File: config.mk
export PLATFORM = sky130hd
export DESIGN_NAME = cpu_clock_ctrl
export DESIGN_NICKNAME = d
export VERILOG_FILES = /design/src/rtl/clk_ctrl_pkg.sv /design/src/rtl/cpu_clock_ctrl_key_debounce.sv /design/src/rtl/cpu_clock_ctrl.sv
export SDC_FILE = /design/constraint.sdc
export NUM_CORES = 1
export LEC_CHECK = 0
export ABC_AREA = 1
export BUFFER_PORTS_ARGS = -buffer_cell sky130_fd_sc_hd__buf_2
export CELL_PAD_IN_SITES_DETAIL_PLACEMENT = 1
export CELL_PAD_IN_SITES_GLOBAL_PLACEMENT = 1
export CORE_MARGIN = 2
export CORE_UTILIZATION = 45
export CTS_BUF_LIST = sky130_fd_sc_hd__clkbuf_16
export DETAILED_ROUTE_END_ITERATION = 10
export PLACE_DENSITY = 0.79
export SLEW_MARGIN = 40
export SYNTH_ARGS = -nofsm -noshare
export SYNTH_HDL_FRONTEND = slang
export SYNTH_SLANG_ARGS = --single-unit
export TNS_END_PERCENT = 5
File: constraint.sdc
create_clock -name clock_in -period 2.3 [get_ports clock_in]
set_input_delay 0.23 -clock clock_in [delete_from_list [all_inputs] [get_ports clock_in]]
set_output_delay 0.23 -clock clock_in [all_outputs]
set_load 0.1 [all_outputs]
File: src/rtl/clk_ctrl_pkg.sv
// clk_ctrl_pkg: shared rate selects, reset FSM states and divider helper for cpu_clock_ctrl
package clk_ctrl_pkg;
    localparam logic [1:0] RATE_SLOW = 2'd0;
    localparam logic [1:0] RATE_MED  = 2'd1;
    localparam logic [1:0] RATE_FAST = 2'd2;
    localparam logic [1:0] RATE_MAX  = 2'd3;

    typedef enum logic [1:0] {HOLD, STRETCH, RUN} rst_state_t;

    // Last count value of the divider: (2**div_width >> 4*rate) - 1
    function automatic logic [31:0] div_terminal(input int div_width, input logic [1:0] rate);
        return (32'd1 << (div_width - 4 * int'(rate))) - 32'd1;
    endfunction
endpackage

File: src/rtl/cpu_clock_ctrl_key_debounce.sv
// key_debounce: 2-flop synchroniser, stable-count debouncer and press pulse for one active-low key
module key_debounce #(
    parameter int DEBOUNCE_CYCLES = 500000
) (
    input  logic clk,
    input  logic rst_n,
    input  logic key_raw_n,
    output logic level,
    output logic press
);
    localparam int CW = $clog2(DEBOUNCE_CYCLES + 1);
    logic [1:0] sync;
    logic [CW-1:0] cnt;
    logic level_d;

    always_ff @(posedge clk or negedge rst_n)
        if (!rst_n) begin
            sync    <= '0;
            cnt     <= '0;
            level   <= 1'b0;
            level_d <= 1'b0;
            press   <= 1'b0;
        end else begin
            sync    <= {sync[0], ~key_raw_n};
            level_d <= level;
            press   <= level & ~level_d;
            if (sync[1] == level) cnt <= '0;
            else if (cnt == CW'(DEBOUNCE_CYCLES - 1)) begin
                level <= ~level;
                cnt   <= '0;
            end else cnt <= cnt + 1'b1;
        end
endmodule

File: src/rtl/cpu_clock_ctrl.sv
// cpu_clock_ctrl: CPU clock-enable divider, debounced keys, stretched CPU reset and tick counter.
// Define SINGLE_STEP_EN to let step_mode replace the divider with the step button.
module cpu_clock_ctrl
    import clk_ctrl_pkg::*;
#(
    parameter int DIV_WIDTH       = 16,
    parameter int NUM_KEYS        = 2,
    parameter int DEBOUNCE_CYCLES = 500000,
    parameter int RST_HOLD_TICKS  = 2,
    parameter int STEP_KEY        = 1
) (
    input  logic                clock_in,
    input  logic                reset_in_n,
    input  logic [NUM_KEYS-1:0] key_raw_n,
    input  logic [1:0]          rate_sel,
    input  logic                step_mode,
    output logic                cpu_ce,
    output logic                cpu_reset,
    output logic [NUM_KEYS-1:0] key_level,
    output logic [NUM_KEYS-1:0] key_press,
    output logic [31:0]         tick_count
);
    localparam int HW = $clog2(RST_HOLD_TICKS + 2);

    logic [1:0] rate_s1, rate_s2, rate_prev;
    logic [DIV_WIDTH-1:0] div_cnt, div_last;
    logic rate_chg, div_tick;
    rst_state_t state, state_nx;
    logic [HW-1:0] hold_cnt, hold_nx;

    for (genvar i = 0; i < NUM_KEYS; i++) begin : g_key
        key_debounce #(.DEBOUNCE_CYCLES(DEBOUNCE_CYCLES)) u_key (
            .clk      (clock_in),
            .rst_n    (reset_in_n),
            .key_raw_n(key_raw_n[i]),
            .level    (key_level[i]),
            .press    (key_press[i])
        );
    end

    always_ff @(posedge clock_in or negedge reset_in_n)
        if (!reset_in_n) begin
            rate_s1   <= '0;
            rate_s2   <= '0;
            rate_prev <= '0;
        end else begin
            rate_s1   <= rate_sel;
            rate_s2   <= rate_s1;
            rate_prev <= rate_s2;
        end

    // A rate change restarts the count and swallows the tick of that cycle
    assign div_last = DIV_WIDTH'(div_terminal(DIV_WIDTH, rate_s2));
    assign rate_chg = rate_s2 != rate_prev;
    assign div_tick = !rate_chg && div_cnt == div_last;

    always_ff @(posedge clock_in or negedge reset_in_n)
        if (!reset_in_n) div_cnt <= '0;
        else div_cnt <= (rate_chg || div_tick) ? '0 : div_cnt + 1'b1;

`ifdef SINGLE_STEP_EN
    logic [1:0] step_sync;
    always_ff @(posedge clock_in or negedge reset_in_n)
        if (!reset_in_n) step_sync <= '0;
        else step_sync <= {step_sync[0], step_mode};
    assign cpu_ce = step_sync[1] ? key_press[STEP_KEY] : div_tick;
`else
    logic unused_step;
    assign unused_step = step_mode ^ key_press[STEP_KEY];
    assign cpu_ce = div_tick;
`endif

    always_ff @(posedge clock_in or negedge reset_in_n)
        if (!reset_in_n) begin
            state    <= STRETCH;
            hold_cnt <= HW'(RST_HOLD_TICKS);
        end else begin
            state    <= state_nx;
            hold_cnt <= hold_nx;
        end

    always_comb begin
        state_nx = state;
        hold_nx  = hold_cnt;
        case (state)
            HOLD: if (!key_level[0]) begin
                state_nx = STRETCH;
                hold_nx  = HW'(RST_HOLD_TICKS);
            end
            STRETCH: begin
                hold_nx  = (div_tick && hold_cnt != '0) ? hold_cnt - 1'b1 : hold_cnt;
                state_nx = key_level[0] ? HOLD : (hold_nx == '0) ? RUN : STRETCH;
            end
            RUN: state_nx = key_level[0] ? HOLD : RUN;
            default: state_nx = STRETCH;
        endcase
    end

    always_comb cpu_reset = state != RUN;

    always_ff @(posedge clock_in or negedge reset_in_n)
        if (!reset_in_n) tick_count <= '0;
        else tick_count <= cpu_reset ? '0 : tick_count + {31'd0, cpu_ce};
endmodule

==> results by group <==
STA
  • Worst Tran Pin Value: 0.649 ns
  • Clock skew: 0.00798 ns
  • Period utilization: 0.936
  • Fin crit period: approximately 2.2 ns
  • RSZ-0062 raised after global routing: yes
  • Final Max Tran Viols: 0
  • Fin. Hold Viols: 0
  • Setup violators final: 0
  • Relative max-transition margin: 0.564
  • Fmax: ~460 MHz

Worst setup path
  • Worst EP required: 2.07 ns
  • Delay of the slowest cell on the worst path: 0.40 ns
  • Worst setup SP type: register
  • Critical setup path kind: register to primary output
  • Cell Chain, Critical Path: ha_1, inv_1, nor2_1, nand2_1, nor2_1, nand2_1, nor3_4, buf_12
  • CP max FO: 4
  • Critical Path Sink Type: primary output
  • CP max stage cell: dfrtp_1
  • Worst path arrival time: 1.92 ns

Floorplan
  • Overall die height: 118 um
  • Die Outline Area: around 0.014 mm2
  • Die Wd: between 100 and 150 um
  • Core area: ~0.013 mm2
  • Ports: 45
  • Initial cell density of the core: 0.461
  • Num rows: 41

Clock network
  • CTS Buffer Depth: 2
  • Total CTS buffers: 9
  • Worst skew pair latency: 0.36 ns
  • # H-tree levels: 3
  • CTS Root Cell: clkbuf_16
  • Clk slew on worst S/H paths: 0.07 ns
  • CTS tree: yes
  • Clk sinks: about 110

Flow run
  • Max Cap Viol: 0

Place
  • HPWL Detailed: 11500 um
  • IO Port Bufs: 43
  • Placed insts: 966
  • Placed inst area: between 0.006 and 0.007 mm2
  • Gpl congestion: just under 0.9

Layout
  • Final core utilization: 0.531
  • Total Nets Final: just over 800
  • Finished Layout Cells: 987
  • Share of cells above drive strength 1: 0.151
  • Final instance area: 0.00670 mm2
  • Area added between synthesis and finish: 15.1%
  • Diodes inserted: 0
  • # fillers: 1626

Yosys
  • Mapped Nets: 767
  • Yosys cell types: 41
  • Most frequent cell after synthesis: nand2_1
  • Sequential share of the synthesized area: 0.456
  • Number of flops mapped to enable cells by yosys: 0
  • Leading area contributor after synthesis: dfrtp_1
  • Post-Syn Instances: 752
  • Synth warnings: 0
  • Synth top cells by count: nand2_1, nor2_1, inv_1
  • #FFs+latches synth: 106
  • Netlist Area Pre-Place: 0.00582 mm2
  • Fraction of registers with async set/reset: 1.00
  • Ranking of synthesized cells by area: dfrtp_1, nand2_1, nor2_1
  • Syn_area_per_cell: 7.74 um2
  • Top_reg_cell synth: dfrtp_1
  • Top cell type's share of synthesized area: 0.447

Hold path
  • Hold Path Class: register to register

Routing
  • Antenna viol nets, final: 0
  • Vias per cell: 5.26
  • Detailed Route WL: 15500 um
  • First drt pass iteration count: 4
  • Via count: between 5000 and 6000
  • DRC errors left: 0
  • DRT iter0 DRCs: 208
  • DR WL/cell: 15.7 um

Power
  • VDD IR max: 0.000541 V
  • P_sw: 871 uW
  • Clock Power Share: 0.456
  • Power Dens Cells: about 560 mW/mm2
  • Total Power: 3.78 mW
  • Static leakage: about 3.0 nW
  • Sequential Power Share: 0.504
  • Net Sw Frac: 0.230
  • Comb power frac: 0.039
  • Cell Int Power: about 2.9 mW

Global routing
  • First-pass GRT wire length: about 26000 um
  • Grt ovf: 0
  • Largest net degree at the start of global routing: 46
  • Vias in the first global route: 5548
  • GRT Util Overall: 0.231
  • Initial antenna violation count: 0

Outcome
  • Status: completed
==> cells by family after synthesis <==
group                      after synthesis  share of synthesized area
and+or+nand+nor                        435                      0.350
buffers and inverters                  122                     0.0853
DFF                                    106                      0.456
AOI/OAI and AO/OA                       55                     0.0511
xor gates and xnor gates                24                     0.0361
adders and majority gates                8                     0.0172
muxes                                    2                    0.00387
==> placed cells by master (no fill, tap or decap), types with 16 or more instances in the layout <==
| master | Yosys | routed |
|---|---|---|
| nand4_1 | 28 | 28 |
| nor3_1 | 32 | 31 |
| a21oi_1 | 28 | 28 |
| nor2_2 | 16 | 16 |
| xor2_1 | 17 | 17 |
| nand2_1 | 168 | 168 |
| dfrtp_1 | 104 | 101 |
| nor2_1 | 122 | 120 |
| inv_1 | 108 | 108 |
| buf_2 | 1 | 41 |
| nand3_1 | 24 | 24 |
| o21ai_0 | 16 | 16 |
==> stage by stage <==
step / setup WS (ns) / setup TNS [ns] / hold WS [ns]
6_report: 0.148 / 0 / 0.354
5_1_grt: -0.00466 / -0.00466 / 0.370
4_1_cts: 0.0145 / 0 / 0.355
3_5_place_dp: 0.194 / 0 / 0.212
3_3_place_gp: 0.284 / 0 / 0.205
2_1_floorplan: 0.0699 / 0 / -0.0656
==> final cells by class <==
type,instances,area (um2),share of cell area
sequential,106,2660,0.397
inverter,111,417,0.0622
clock buffer,9,225,0.0336
timing repair buffer,58,370,0.0553
multi-input combinational,524,2710,0.404
clock inverter,7,106,0.0159
tap,172,215,0.0321
==> power by group through the flow <==
stage	Sequential, mW	Combinational [mW]	Clock (mW)
3_5_place_dp	1.94	0.143	0
5_1_grt	1.91	0.169	1.83
3_3_place_gp	1.94	0.136	0
4_1_cts	1.91	0.153	1.78
2_1_floorplan	1.93	0.0719	0
6_report	1.91	0.149	1.72
==> layer usage <==
metal  up-vias  wire (um)  global-route usage
met5         -          0                   0
met4         0        382              0.0851
met3        30        475              0.0436
met2        88       7750               0.405
met1      2566       6840               0.283
li1       2511          -                   -
==> timing repair <==
item	4_1_cts	5_1_grt
hold endpoints to repair	33	0
pin swaps	0	0
gates resized for setup	1	9
buffers inserted	0	0
gates cloned	0	0
hold buffers	5	0
endpoints found under the setup margin	1	6
==> path summary, 6_finish.rpt <==
check	depth (start not counted)	start	end	slack [ns]
min in group asynchronous	2	reset_in_n	div_cnt[11]	0.37
min reg2reg	0	rate_s1[0]	rate_s2[0]	0.35
max	8	div_cnt[0]	cpu_ce	0.15
min	0	rate_s1[0]	rate_s2[0]	0.35
max in group asynchronous	3	reset_in_n	state[0]	1.25
max reg2reg	10	g_key[0].u_key.cnt[5]	g_key[0].u_key.cnt[15]	0.25
==> state kept, by name, summed over array words and instances, names as in the netlist <==
register,count
tick_count,32
rate_s1,2
g_key.u_key.level,2
g_key.u_key.sync,4
state,2
rate_s2,2
hold_cnt,2
g_key.u_key.press,2
g_key.u_key.cnt,38
rate_prev,2
div_cnt,16
g_key.u_key.level_d,2
==> critical path, delay by kind of cell (launching register included) <==
family | cells | cell delay (ns)
flip-flops | 1 | 0.40
AND/OR/NAND/NOR | 5 | 0.76
adder cells (fa/ha/maj) | 1 | 0.16
buffers and inverters | 2 | 0.25
No activity file was read; power rests on OpenSTA's default activity.
